### config.mk
export PLATFORM = sky130hd
export DESIGN_NAME = iic_txn_sequencer_flat
export DESIGN_NICKNAME = d
export VERILOG_FILES = /design/src/rtl/iic_txn_sequencer_if.sv /design/src/rtl/iic_txn_sequencer.sv /design/src/flat_wrapper.sv
export SDC_FILE = /design/constraint.sdc
export NUM_CORES = 1
export LEC_CHECK = 0
export CAP_MARGIN = 10
export CORE_ASPECT_RATIO = 0.6
export CORE_UTILIZATION = 54
export DETAILED_ROUTE_END_ITERATION = 6
export GPL_TIMING_DRIVEN = 0
export PLACE_DENSITY = 0.86
export SLEW_MARGIN = 20
export SYNTH_ARGS = -nofsm -noshare
export SYNTH_HDL_FRONTEND = slang
export SYNTH_SLANG_ARGS = --single-unit
### constraint.sdc
create_clock -name clk -period 2.4 [get_ports clk]
set_input_delay 0.24 -clock clk [delete_from_list [all_inputs] [get_ports clk]]
set_output_delay 0.24 -clock clk [all_outputs]
set_load 0.01 [all_outputs]
### src/rtl/iic_txn_sequencer_if.sv
`timescale 1ns/1ps
// Command/response handshake bundle between a command producer and iic_txn_sequencer.
// Latency: none, plain wires.
// Backpressure: cmd_valid/cmd_ready on the command side, rsp_valid/rsp_ready on the response side.
interface iic_txn_sequencer_if;
  logic       cmd_valid;
  logic       cmd_ready;
  logic       cmd_rw;
  logic [6:0] cmd_addr;
  logic [7:0] cmd_wdata;
  logic       rsp_valid;
  logic       rsp_ready;
  logic [7:0] rsp_data;

  // Producer / response consumer side.
  modport master (
    output cmd_valid, cmd_rw, cmd_addr, cmd_wdata, rsp_ready,
    input  cmd_ready, rsp_valid, rsp_data
  );

  // Sequencer side.
  modport slave (
    input  cmd_valid, cmd_rw, cmd_addr, cmd_wdata, rsp_ready,
    output cmd_ready, rsp_valid, rsp_data
  );
endinterface

### src/rtl/iic_txn_sequencer.sv
`timescale 1ns/1ps
// Queues I2C commands in a small FIFO and issues them one at a time to an I2C master, returning read bytes.
// Latency: m_start rises in the second cycle after a command is accepted into an empty FIFO with the master idle.
// Backpressure: cmd_ready drops when the FIFO is full; a read at the head waits while an unconsumed rsp_valid is held.
// Optional watchdog on WAIT_DONE is built when IIC_SEQ_TIMEOUT_EN is defined.
module iic_txn_sequencer #(
  parameter int unsigned FIFO_DEPTH     = 4,
  parameter int unsigned TIMEOUT_CYCLES = 4096
) (
  input  logic                 clk,
  input  logic                 rst,
  iic_txn_sequencer_if.slave   bus,
  output logic                 m_start,
  output logic                 m_rw,
  output logic [6:0]           m_slave_addr,
  output logic [7:0]           m_wdata,
  input  logic                 m_busy,
  input  logic                 m_done,
  input  logic [7:0]           m_rdata,
  output logic                 seq_busy,
  output logic [7:0]           txn_count,
  output logic                 err_timeout
);

  localparam int unsigned AW = (FIFO_DEPTH > 1) ? $clog2(FIFO_DEPTH) : 1;
  localparam int unsigned CW = AW + 1;

  typedef struct packed {
    logic       rw;
    logic [6:0] addr;
    logic [7:0] wdata;
  } cmd_t;

  typedef enum logic [1:0] {IDLE, ISSUE, WAIT_DONE} state_t;

  state_t          state_q, state_d;
  cmd_t            mem_q [FIFO_DEPTH];
  cmd_t            mem_d [FIFO_DEPTH];
  logic [AW-1:0]   wr_ptr_q, wr_ptr_d;
  logic [AW-1:0]   rd_ptr_q, rd_ptr_d;
  logic [CW-1:0]   count_q, count_d;
  logic            m_start_q, m_start_d;
  logic            m_rw_q, m_rw_d;
  logic [6:0]      m_addr_q, m_addr_d;
  logic [7:0]      m_wdata_q, m_wdata_d;
  logic            rsp_valid_q, rsp_valid_d;
  logic [7:0]      rsp_data_q, rsp_data_d;
  logic [7:0]      txn_count_q, txn_count_d;

  logic            fifo_full;
  logic            fifo_empty;
  logic            push_en;
  logic            pop_en;
  cmd_t            head;

`ifdef IIC_SEQ_TIMEOUT_EN
  localparam int unsigned WDW = $clog2(TIMEOUT_CYCLES + 1);
  logic [WDW-1:0]  wdog_q, wdog_d;
  logic            err_timeout_q, err_timeout_d;
`endif

  // Full is taken from the registered count, so a pop never frees a slot for the same cycle.
  assign fifo_full  = (count_q == CW'(FIFO_DEPTH));
  assign fifo_empty = (count_q == '0);
  assign head       = mem_q[rd_ptr_q];

  assign bus.cmd_ready = !fifo_full;
  assign bus.rsp_valid = rsp_valid_q;
  assign bus.rsp_data  = rsp_data_q;
  assign m_start       = m_start_q;
  assign m_rw          = m_rw_q;
  assign m_slave_addr  = m_addr_q;
  assign m_wdata       = m_wdata_q;
  assign txn_count     = txn_count_q;
  assign seq_busy      = (state_q != IDLE) || !fifo_empty;

  // Next-state for FIFO, issue FSM, transaction fields and response register.
  always_comb begin
    state_d     = state_q;
    mem_d       = mem_q;
    m_start_d   = 1'b0;
    m_rw_d      = m_rw_q;
    m_addr_d    = m_addr_q;
    m_wdata_d   = m_wdata_q;
    rsp_valid_d = rsp_valid_q;
    rsp_data_d  = rsp_data_q;
    txn_count_d = txn_count_q;
    pop_en      = 1'b0;
    push_en     = bus.cmd_valid && !fifo_full;
`ifdef IIC_SEQ_TIMEOUT_EN
    wdog_d        = wdog_q;
    err_timeout_d = err_timeout_q;
`endif

    if (push_en) begin
      mem_d[wr_ptr_q] = cmd_t'{rw: bus.cmd_rw, addr: bus.cmd_addr, wdata: bus.cmd_wdata};
    end

    // Consumer handshake; a read completion below takes priority on the same edge.
    if (rsp_valid_q && bus.rsp_ready) begin
      rsp_valid_d = 1'b0;
    end

    case (state_q)
      IDLE: begin
        // A read at the head must not overwrite a response the consumer has not taken yet.
        if (!fifo_empty && !m_busy && (!head.rw || !rsp_valid_q)) begin
          state_d   = ISSUE;
          m_start_d = 1'b1;
          m_rw_d    = head.rw;
          m_addr_d  = head.addr;
          m_wdata_d = head.wdata;
        end
      end
      ISSUE: begin
        pop_en  = 1'b1;
        state_d = WAIT_DONE;
`ifdef IIC_SEQ_TIMEOUT_EN
        wdog_d  = '0;
`endif
      end
      WAIT_DONE: begin
        if (m_done) begin
          state_d     = IDLE;
          txn_count_d = txn_count_q + 8'd1;
          if (m_rw_q) begin
            rsp_valid_d = 1'b1;
            rsp_data_d  = m_rdata;
          end
        end
`ifdef IIC_SEQ_TIMEOUT_EN
        else if (wdog_q == WDW'(TIMEOUT_CYCLES - 1)) begin
          state_d       = IDLE;
          err_timeout_d = 1'b1;
        end else begin
          wdog_d = wdog_q + 1'b1;
        end
`endif
      end
      default: state_d = IDLE;
    endcase

    wr_ptr_d = wr_ptr_q + AW'(push_en);
    rd_ptr_d = rd_ptr_q + AW'(pop_en);
    count_d  = count_q + CW'(push_en) - CW'(pop_en);
  end

  // State registers with synchronous reset; reset drops queued and in-flight work.
  always_ff @(posedge clk) begin
    if (rst) begin
      state_q     <= IDLE;
      mem_q       <= '{default: '0};
      wr_ptr_q    <= '0;
      rd_ptr_q    <= '0;
      count_q     <= '0;
      m_start_q   <= 1'b0;
      m_rw_q      <= 1'b0;
      m_addr_q    <= '0;
      m_wdata_q   <= '0;
      rsp_valid_q <= 1'b0;
      rsp_data_q  <= '0;
      txn_count_q <= '0;
    end else begin
      state_q     <= state_d;
      mem_q       <= mem_d;
      wr_ptr_q    <= wr_ptr_d;
      rd_ptr_q    <= rd_ptr_d;
      count_q     <= count_d;
      m_start_q   <= m_start_d;
      m_rw_q      <= m_rw_d;
      m_addr_q    <= m_addr_d;
      m_wdata_q   <= m_wdata_d;
      rsp_valid_q <= rsp_valid_d;
      rsp_data_q  <= rsp_data_d;
      txn_count_q <= txn_count_d;
    end
  end

`ifdef IIC_SEQ_TIMEOUT_EN
  // Watchdog count and sticky timeout flag.
  always_ff @(posedge clk) begin
    if (rst) begin
      wdog_q        <= '0;
      err_timeout_q <= 1'b0;
    end else begin
      wdog_q        <= wdog_d;
      err_timeout_q <= err_timeout_d;
    end
  end

  assign err_timeout = err_timeout_q;
`else
  assign err_timeout = 1'b0;
`endif

endmodule

### src/flat_wrapper.sv
// flat-port wrapper written by rule: the top's interface ports become plain ports
module iic_txn_sequencer_flat 
#(
  parameter int unsigned FIFO_DEPTH     = 4,
  parameter int unsigned TIMEOUT_CYCLES = 4096
)
  (clk, rst, m_start, m_rw, m_slave_addr, m_wdata, m_busy, m_done, m_rdata, seq_busy, txn_count, err_timeout, bus_cmd_valid, bus_cmd_rw, bus_cmd_addr, bus_cmd_wdata, bus_rsp_ready, bus_cmd_ready, bus_rsp_valid, bus_rsp_data);
  iic_txn_sequencer_if bus_i ();
  input  logic clk;
  input  logic rst;
  output logic m_start;
  output logic m_rw;
  output logic [6:0] m_slave_addr;
  output logic [7:0] m_wdata;
  input  logic m_busy;
  input  logic m_done;
  input  logic [7:0] m_rdata;
  output logic seq_busy;
  output logic [7:0] txn_count;
  output logic err_timeout;
  input wire logic [$bits(bus_i.cmd_valid)-1:0] bus_cmd_valid;
  input wire logic [$bits(bus_i.cmd_rw)-1:0] bus_cmd_rw;
  input wire logic [$bits(bus_i.cmd_addr)-1:0] bus_cmd_addr;
  input wire logic [$bits(bus_i.cmd_wdata)-1:0] bus_cmd_wdata;
  input wire logic [$bits(bus_i.rsp_ready)-1:0] bus_rsp_ready;
  output wire logic [$bits(bus_i.cmd_ready)-1:0] bus_cmd_ready;
  output wire logic [$bits(bus_i.rsp_valid)-1:0] bus_rsp_valid;
  output wire logic [$bits(bus_i.rsp_data)-1:0] bus_rsp_data;
  assign bus_i.cmd_valid = bus_cmd_valid;
  assign bus_i.cmd_rw = bus_cmd_rw;
  assign bus_i.cmd_addr = bus_cmd_addr;
  assign bus_i.cmd_wdata = bus_cmd_wdata;
  assign bus_i.rsp_ready = bus_rsp_ready;
  assign bus_cmd_ready = bus_i.cmd_ready;
  assign bus_rsp_valid = bus_i.rsp_valid;
  assign bus_rsp_data = bus_i.rsp_data;
  iic_txn_sequencer #(.FIFO_DEPTH(FIFO_DEPTH), .TIMEOUT_CYCLES(TIMEOUT_CYCLES)) u_core (.clk(clk), .rst(rst), .bus(bus_i), .m_start(m_start), .m_rw(m_rw), .m_slave_addr(m_slave_addr), .m_wdata(m_wdata), .m_busy(m_busy), .m_done(m_done), .m_rdata(m_rdata), .seq_busy(seq_busy), .txn_count(txn_count), .err_timeout(err_timeout));
endmodule
======== After elaboration in Yosys (flattened, before gate mapping) ========
Index checks and enable logic that the tools add are counted.
storage, ports and cells
  register bits after elaboration ......... 107
  input port bits ......................... 30
  output and inout bits ................... 37
  logic and storage cells ................. 74
operators by class
  add/subtract/negate cells ............... 5
  $lt $le $gt $ge ......................... 3
  equality and inequality tests ........... 5
  multiplexer cells ....................... 15
  bitwise logic cells ..................... 3
  reductions and logical operators ........ 20
operators by type and width
  cell                                                                          number
  64-bit bitwise mux                                                            1
  16-bit 2-to-1 mux                                                             3
  16-bit binary-select mux with 2-bit select                                    1
  16-bit demux with 2-bit select                                                1
  8-bit by 1-bit adder with 8-bit output, second input constant                 1
  3-bit >= comparator, second input constant                                    2
  1-bit 2-to-1 mux                                                              6
  2-bit inverter with 3-bit output                                              2
  2-bit case mux with 3 select lines                                            1
  2-bit AND reduction                                                           3
  1-bit logical AND                                                             5
  1-bit zero test                                                               5
  2-bit by 1-bit adder with 2-bit output                                        2
  2-bit 2-to-1 mux                                                              2
  3-bit by 1-bit adder with 3-bit output                                        1
  3-bit == test, second input constant                                          1
  3-bit zero test                                                               1
  3-bit by 1-bit less-than comparator with 1-bit output, second input constant  1
  3-bit AND reduction                                                           1
  3-bit by 1-bit subtractor with 3-bit output                                   1
  2-bit by 1-bit == test with 1-bit output, second input constant               1
  2-bit == test, second input constant                                          1
  2-bit zero test                                                               1
  1-bit logical OR                                                              2
  other kinds (5)                                                               5

======== Logic depth before layout (Yosys ltp) ========
Gate-level depths: netlist of the first run.
  depth in word-level cells ............... 9
  mapped depth ............................ 9
  mapped depth without buffers ............ 8

======== Worst setup path after synthesis of the first run ========
No wires, ideal clock.
  kind .................................... register -> register
  start ................................... register u_core.count_q[0]
  end ..................................... register u_core.count_q[2]
  arrival time ............................ 1748 ps
  required time ........................... 2272 ps
  slack ................................... 524 ps
  stages on the path, launching flop included .. 10
  path buffers ............................ 1
  period minus slack after synthesis ...... 1876 ps
  cells stage by stage .................... dfxtp_1 or3b_1 buf_6 and2_1 ha_1 inv_1 fa_1 xor2_1 xnor2_1 nor2_1
between the ends
  longest elaborated chain between the ends .. 5
RTL lines
  what                                         line                      text
  from (decl)                                  iic_txn_sequencer.sv:41   logic [CW-1:0] count_q, count_d;
  from (signal assigned)                       iic_txn_sequencer.sv:168  count_q <= count_d;
  3-bit == test                                iic_txn_sequencer.sv:63   assign fifo_full = (count_q == CW'(FIFO_DEPTH));
  1-bit zero test                              --
  net bus_cmd_ready                            flat_wrapper.sv:26        output wire logic [$bits(bus_i.cmd_ready)-1:0] bus_cmd_ready;
  1-bit logical AND                            iic_txn_sequencer.sv:89   push_en = bus.cmd_valid && !fifo_full;
  3-bit by 1-bit adder with 3-bit output       iic_txn_sequencer.sv:145  count_d = count_q + CW'(push_en) - CW'(pop_en);
  3-bit by 1-bit subtractor with 3-bit output  iic_txn_sequencer.sv:145
The timed path passes the listed nets, and every way through them passes these cells.
A chain may end at the register's enable or synchronous reset.

======== Worst setup path in the final report of the first run ========
  start ................................... register u_core.count_q[1]
  end ..................................... output port seq_busy
between the ends
  longest elaborated chain between the ends .. 3
RTL lines
  what              line                     text
  3-bit zero test   iic_txn_sequencer.sv:64  assign fifo_empty = (count_q == '0);
  1-bit zero test   iic_txn_sequencer.sv:75  assign seq_busy = (state_q != IDLE) || !fifo_empty;
  1-bit logical OR  iic_txn_sequencer.sv:75
  to (decl)         flat_wrapper.sv:18       output logic seq_busy;
Every way passes these cells.

==> results of run 1 <==
==> cells in the mapped netlist (3+ instances only) <==
cell	count	area, sq um
nand4_1	3	18.8
xor2_1	6	52.6
a21oi_1	75	375
dfxtp_1	107	2140
nand2_1	118	443
buf_2	7	35.0
nand3_1	16	80.1
o21ai_1	3	15.0
nor2_1	28	105
clkbuf_1	13	48.8
xnor2_1	6	52.6
buf_6	7	78.8
buf_4	6	45.0
nor3_1	5	25.0
or3_1	4	25.0
ha_1	3	37.5
o21ai_0	13	65.1
mux2i_1	18	180
mux4_2	15	338
==> worst paths after layout <==
| path | from | end | cells past startpoint |
|---|---|---|---|
| worst max register to register | u_core.rd_ptr_q[1]$_SDFF_PP0_ | u_core.m_wdata[7]$_SDFFE_PP0P_ | 6 |
| worst min-delay path | m_rdata[6] | u_core.bus.rsp_data[6]$_SDFFE_PP0P_ | 3 |
| worst min register to register | u_core.mem_q[9]$_SDFFE_PP0P_ | u_core.mem_q[9]$_SDFFE_PP0P_ | 2 |
| worst max-delay path | u_core.count_q[1]$_SDFF_PP0_ | seq_busy | 3 |
==> cell type report <==
class | count | area (sq um) | area share
Sequential cell | 107 | 2140 | 0.386
Multi-Input combinational cell | 340 | 2070 | 0.374
Timing Repair Buffer | 64 | 641 | 0.115
Clock buffer | 12 | 267 | 0.0480
Buffer | 38 | 256 | 0.0462
Tap cell | 108 | 135 | 0.0243
Clock inverter | 4 | 31.3 | 0.00563
Inverter | 2 | 7.51 | 0.00135
==> stage by stage <==
stage	hold slack, ns	std cells	power (W)	utilization	instance area [sq um]
2_1_floorplan	0.376	487	0.00288	-	4480
3_3_place_gp	0.439	659	0.00323	0.662	5260
3_5_place_dp	0.445	659	0.00330	0.662	5260
4_1_cts	0.432	675	0.00475	0.699	5550
5_1_grt	0.433	675	0.00496	0.699	5550
6_report	0.438	675	0.00477	0.699	5550
==> critical path, delay by kind of cell, from the launching register on <==
kind	cells	cell delay, ns
flops	1	0.36
simple gates	2	0.83
buf+inv	1	0.51
==> cells by family after synthesis <==
logic type / count (synthesis)
AND/OR/NAND/NOR: 194
flip-flops: 107
AO/OA/AOI/OAI: 95
buffers and inverters: 40
multiplexers: 34
XOR/XNOR: 12
adder cells (fa/ha/maj): 4
other: 1
==> sequential cells by signal (all words and copies together), names as in the netlist <==
| name | count |
|---|---|
| u_core.txn_count | 8 |
| u_core.m_wdata | 8 |
| u_core.m_start | 1 |
| u_core.bus.rsp_data | 8 |
| u_core.state_q | 2 |
| u_core.count_q | 3 |
| u_core.bus.rsp_valid | 1 |
| u_core.wr_ptr_q | 2 |
| u_core.mem_q | 64 |
| u_core.rd_ptr_q | 2 |
| u_core.m_rw | 1 |
| u_core.m_slave_addr | 7 |
==> where the power goes <==
| part | total (W) | switching, W | internal [W] |
|---|---|---|---|
| combinational | 0.00123 | 0.000658 | 0.000569 |
| sequential | 0.00207 | 0.000123 | 0.00195 |
| clock | 0.00147 | 0.000677 | 0.000797 |
| total | 0.00477 | 0.00146 | 0.00331 |
==> routing by layer <==
metal / track usage / routed length [um] / up-vias
met2: 0.485 / 5640 / 200
met3: 0.0920 / 1000 / 30
met4: 0.0833 / 203 / 0
li1: - / - / 1811
met1: 0.377 / 5140 / 1862
met5: 0 / 0 / -
==> flow_summary_export.csv, run 1 <==
group,metric,value,unit
status,outcome,"complete, no violations",
layout,layout_commonest_cell,"nand2_1",
synth,ys.flop_type,"dfxtp_1",
worst_setup_path,startpoint_type,"flop",
synth,synthesis.nets,521,
timing,drv_slew,0,
synth,ys_warn_count,0,
floorplan,rows,25,
clocking,post_cts_buffers,0,
layout,antenna_cells,0,
clocking,clkLatencyLatePin,0.36,ns
clocking,cts.sinks,107,
worst_setup_path,cp_max_fo,5,
detailed_routing,routed_wl,12000,um
worst_setup_path,cp_data_arrival_time,2.06,ns
timing,fin_crit,2.30,ns
layout,syn_to_final_growth,24.0,%
timing,fin_skew,0.00863,ns
synth,synth_compound_area_frac,0.110,
grt,grt_pass1_wl,19000,um
synth,yosys.area_share.adder,0.0128,
place,post-place-ws,0.160,ns
clocking,root_buffer,"clkbuf_16",
grt,grt-ovfl-total,0,
synth,muxShareOfSynthArea,0.118,
timing,setup_violations,0,
detailed_routing,num_vias,3903,
worst_setup_path,end_kind,"output pin",
layout,n_fill_cell,599,
synth,synth-seq-area-share,0.478,
timing,slew_headroom,0.572,
worst_setup_path,worst-r2r-setup-slack,0.37,ns
worst_setup_path,critPathKind,"flop to output pin",
timing,grt_setup_unrepaired,"false",
grt,antenna_found_initial,0,
place,gp_congestion,0.854,
clocking,cts_resized,0,
floorplan,dieArea,0.00868,sq mm
worst_setup_path,worst_ep_required_time,2.16,ns
clocking,htreeDepth,3,
timing,worst_slew_pin_slew,0.639,ns
clocking,path_clk_slew,0.07,ns
power_and_ir_drop,p_leak,2.02,nW
clocking,tritoncts,"yes",
synth,synthArstFlopShare,0,
flow_run,maxCapViolCount,0,
synth,netlist_instances,487,
clocking,max-clock-path-buffers,2,
timing,worst_slack,0.103,ns
detailed_routing,dr.pass1.iters,7,
grt,grt_pass1_vias,3763,
timing,period_share,0.957,
grt,grt_max_degree,18,
synth,ys_types,47,
power_and_ir_drop,peakVddDrop,0.000575,V
floorplan,core_area,0.00795,sq mm
floorplan,initial_utilization,0.564,
power_and_ir_drop,powerDensity,859,mW/mm^2
synth,synth_edf_count,0,
detailed_routing,drc,0,
worst_setup_path,cpMaxStageDelayCell,"clkdlybuf4s50_1",
worst_setup_path,crit_top_cell,"or3_1",
synth,ys_ff_latch,107,
floorplan,die_y,72.6,um
synth,synth_simple_gate_area_frac,0.198,
synth,syn_area,0.00448,sq mm
clocking,cts_made_buffers,9,
layout,layout_common_cells,"nand2_1, dfxtp_1, a21oi_1",
clocking,hold_buffers,0,
timing,setup_tns,0,ns
timing,finalHoldViolCount,0,
layout,drive_gt1_frac,0.109,
detailed_routing,antenna_left,0,
detailed_routing,drtIter0Drc,296,
hold_path,hp-class,"primary input to flop",
place,dp_hpwl,8310,um
worst_setup_path,cp_cell_sequence,"or3_1 -> or3_1 -> clkdlybuf4s50_1",
detailed_routing,vias_per_cell,5.78,
synth,synth-xor-area-share,0.0235,
detailed_routing,avgRoutedWirePerCell,17.8,um
worst_setup_path,cp_slowest_stage_delay,0.51,ns
layout,nNetsFinal,596,
place,port_buffers,64,
synth,synth_top_family_by_area,"simple AND/OR/NAND/NOR gates",
synth,syn_avg_cell_area,9.20,sq um
grt,grt.total_usage,0.295,
floorplan,die_w,120,um
timing,fmax,435,MHz
floorplan,io_pins,67,
Power figures use the tool's default switching activity.
==> run 2, diff against run 1 <==
- ABC_AREA: not set -> 1
- PLACE_DENSITY: 0.86 -> 0.85
==> run 2 against run 1 <==
  * Sequential cell count is the same
  * Cell count grew 21%
  * Core utilization grew 0.98 points
  * Area after synthesis grew 4.0%
  * Fmax grew 6.5%
  * Total power grew 23%
  * Count of clock-buffer cells in the layout is the same
  * First-iteration DRC count grew 55%
  * Critical path depth grew 7
  * Critical endpoint is now u_core.count_q[2]$_SDFF_PP0_
  * Largest cell class unchanged
==> flow_summary_export.csv, run 2 <==
group,metric,value,unit
status,outcome,"complete, no violations",
floorplan,rows,25,
synth,synth_edf_count,0,
synth,yosysTopAreaCell,"dfxtp_1",
detailed_routing,avgRoutedWirePerCell,16.8,um
grt,antenna_found_initial,0,
timing,fin_crit,2.16,ns
grt,grt_pass1_wl,21700,um
worst_setup_path,cp_data_arrival_time,2.43,ns
power_and_ir_drop,finalPower,0.00587,W
timing,finalHoldViolCount,0,
floorplan,dieArea,0.00902,sq mm
floorplan,die_y,74.0,um
worst_setup_path,critPathKind,"flop to flop",
timing,setup_tns,0,ns
detailed_routing,dr.pass1.iters,5,
hold_path,hp-class,"primary input to flop",
detailed_routing,routed_wl,13700,um
worst_setup_path,r2r-end,"u_core.count_q[2]$_SDFF_PP0_",
detailed_routing,vias_per_cell,5.64,
floorplan,core_area,0.00810,sq mm
timing,drv_slew,0,
synth,syn_avg_cell_area,7.42,sq um
layout,top_register,"u_core.mem_q",
layout,layout_commonest_cell,"dfxtp_1",
synth,ys_ff_latch,107,
power_and_ir_drop,p_leak,2.34,nW
synth,syn_area,0.00466,sq mm
worst_setup_path,cp_max_fo,11,
synth,synthesis.nets,662,
flow_run,maxCapViolCount,0,
layout,nNetsFinal,737,
clocking,max-clock-path-buffers,2,
detailed_routing,drc,0,
layout,antenna_cells,0,
synth,ys_types,33,
timing,setup_violations,0,
timing,fmax,464,MHz
worst_setup_path,worst_ep_required_time,2.67,ns
synth,yosys.area_share.adder,0.0123,
grt,grt-ovfl-total,0,
layout,syn_to_final_growth,23.2,%
synth,synth_top_cells_by_count,"dfxtp_1, a21oi_1, nand2_1, nor2_1, o21ai_0",
worst_setup_path,worstPathBufferInverterCount,4,
synth,netlist_instances,628,
synth,muxShareOfSynthArea,0,
clocking,cts.sinks,107,
worst_setup_path,cp_slowest_stage_delay,0.43,ns
floorplan,initial_utilization,0.575,
clocking,hold_buffers,0,
layout,drive_gt1_frac,0.0989,
timing,slew_headroom,0.582,
grt,grt_max_degree,17,
clocking,root_buffer,"clkbuf_16",
hold_path,hold-path-cell-count,2,
power_and_ir_drop,powerDensity,1020,mW/mm^2
timing,fin_skew,0.00814,ns
detailed_routing,num_vias,4599,
floorplan,io_pins,67,
synth,synth-xor-area-share,0.00564,
place,dp_hpwl,9700,um
place,gp_congestion,0.956,
clocking,tritoncts,"yes",
hold_path,hold_path_end,"u_core.mem_q[24]$_SDFFE_PP0P_",
hold_path,min_from,"rst",
synth,synthArstFlopShare,0,
synth,synthTopCellsByArea,"dfxtp_1, a21oi_1, nand2_1",
worst_setup_path,startpoint_type,"flop",
timing,grt_setup_unrepaired,"false",
synth,synth-seq-area-share,0.459,
detailed_routing,antenna_left,0,
worst_setup_path,cp_cell_sequence,"inv_2 -> nand3_2 -> nand2_4 -> inv_4 -> buf_2 -> ha_1 -> inv_1 -> fa_1 -> and3_1 -> nor3_1",
floorplan,die_w,122,um
synth,yosysTopAreaCellShare,0.459,
worst_setup_path,r2r-start,"u_core.count_q[0]$_SDFF_PP0_",
power_and_ir_drop,peakVddDrop,0.000423,V
grt,grt.total_usage,0.317,
worst_setup_path,rr_worst_depth,10,
synth,yosys.cell_count.top_type,"dfxtp_1",
worst_setup_path,crit_family,"adder cells",
layout,layout_common_cells,"dfxtp_1, a21oi_1, nand2_1",
synth,synth_compound_area_frac,0.184,
place,port_buffers,64,
grt,grt_pass1_vias,4284,
worst_setup_path,end_kind,"flop",
synth,synth_simple_gate_area_frac,0.241,
worst_setup_path,cpMaxStageDelayCell,"dfxtp_1",
synth,synth_top_family_by_area,"simple AND/OR/NAND/NOR gates",
worst_setup_path,worst-r2r-setup-slack,0.24,ns
clocking,cts_made_buffers,9,
clocking,cts_resized,0,
clocking,post_cts_buffers,0,
clocking,path_clk_slew,0.07,ns
synth,ys.flop_type,"dfxtp_1",
timing,period_share,0.898,
clocking,clkLatencyLatePin,0.35,ns
detailed_routing,drtIter0Drc,459,
layout,largest_reg_flops,64,
synth,ys_warn_count,0,
timing,worst_slew_pin_slew,0.627,ns
clocking,htreeDepth,3,
run 2: worst register-to-register path: stages (launching register included):
cell and delay (ns):
dfxtp_1 0.43, inv_2 0.07, nand3_2 0.12, nand2_4 0.10, inv_4 0.10, buf_2 0.31, ha_1 0.21, inv_1 0.05
fa_1 0.39, and3_1 0.19, nor3_1 0.11
run 2: cell families (layout without fill, tap and decap cells):
group	after synthesis	count (layout)
buffers and inverters	105	185
xor gates and xnor gates	3	3
AOI/OAI and AO/OA	168	168
DFF	107	107
and+or+nand+nor	240	240
adders and majority gates	4	4
other	1	1
run 2: worst max-delay path by stage:
| stage | to | slack (ns) | start | cells after the start |
|---|---|---|---|---|
| 2_1_floorplan | u_core.count_q[2]$_SDFF_PP0_ | 0.60 | u_core.count_q[1]$_SDFF_PP0_ | 10 |
| 3_3_place_gp | u_core.count_q[2]$_SDFF_PP0_ | 0.19 | bus_cmd_valid | 9 |
| 3_5_place_dp | u_core.count_q[2]$_SDFF_PP0_ | 0.17 | bus_cmd_valid | 9 |
| 4_1_cts | u_core.count_q[2]$_SDFF_PP0_ | 0.29 | u_core.count_q[0]$_SDFF_PP0_ | 10 |
| 5_1_grt | u_core.count_q[2]$_SDFF_PP0_ | 0.11 | u_core.count_q[0]$_SDFF_PP0_ | 10 |
| 6_report | u_core.count_q[2]$_SDFF_PP0_ | 0.24 | u_core.count_q[0]$_SDFF_PP0_ | 10 |
run 2: stage by stage:
| step | area (sq um) | cells | worst slack (ns) | util | hold WS, ns |
|---|---|---|---|---|---|
| 6_report | 5740 | 816 | 0.244 | 0.709 | 0.218 |
| 3_5_place_dp | 5440 | 800 | 0.167 | 0.671 | 0.452 |
| 2_1_floorplan | 4660 | 628 | 0.604 | - | 0.388 |
| 5_1_grt | 5740 | 816 | 0.114 | 0.709 | 0.234 |
| 3_3_place_gp | 5440 | 800 | 0.191 | 0.671 | 0.445 |
| 4_1_cts | 5740 | 816 | 0.292 | 0.709 | 0.217 |
run 2: final cells by class:
| type | count | area, sq um |
|---|---|---|
| sequential | 107 | 2140 |
| fill | 644 | 2360 |
| clock inverter | 4 | 48.8 |
| timing repair buffer | 64 | 641 |
| inverter | 65 | 246 |
| buffer | 40 | 208 |
| multi-input combinational | 416 | 2070 |
| clock buffer | 12 | 256 |
| tap | 108 | 135 |
run 2: power breakdown:
group / switching [W] / internal (W) / leakage [nW] / total (W)
sequential: 0.000182 / 0.00206 / 0.871 / 0.00225
clock: 0.000654 / 0.000865 / 0.153 / 0.00152
combinational: 0.00127 / 0.000834 / 1.32 / 0.00210
total: 0.00210 / 0.00376 / 2.34 / 0.00587
run 2: layer usage:
| layer | GRT usage | vias to the layer above | part of all wire |
|---|---|---|---|
| met5 | 0 | - | 0 |
| met4 | 0.0864 | 0 | 0.015 |
| met3 | 0.104 | 25 | 0.12 |
| met2 | 0.487 | 241 | 0.43 |
| met1 | 0.432 | 2133 | 0.44 |
| li1 | - | 2200 | - |
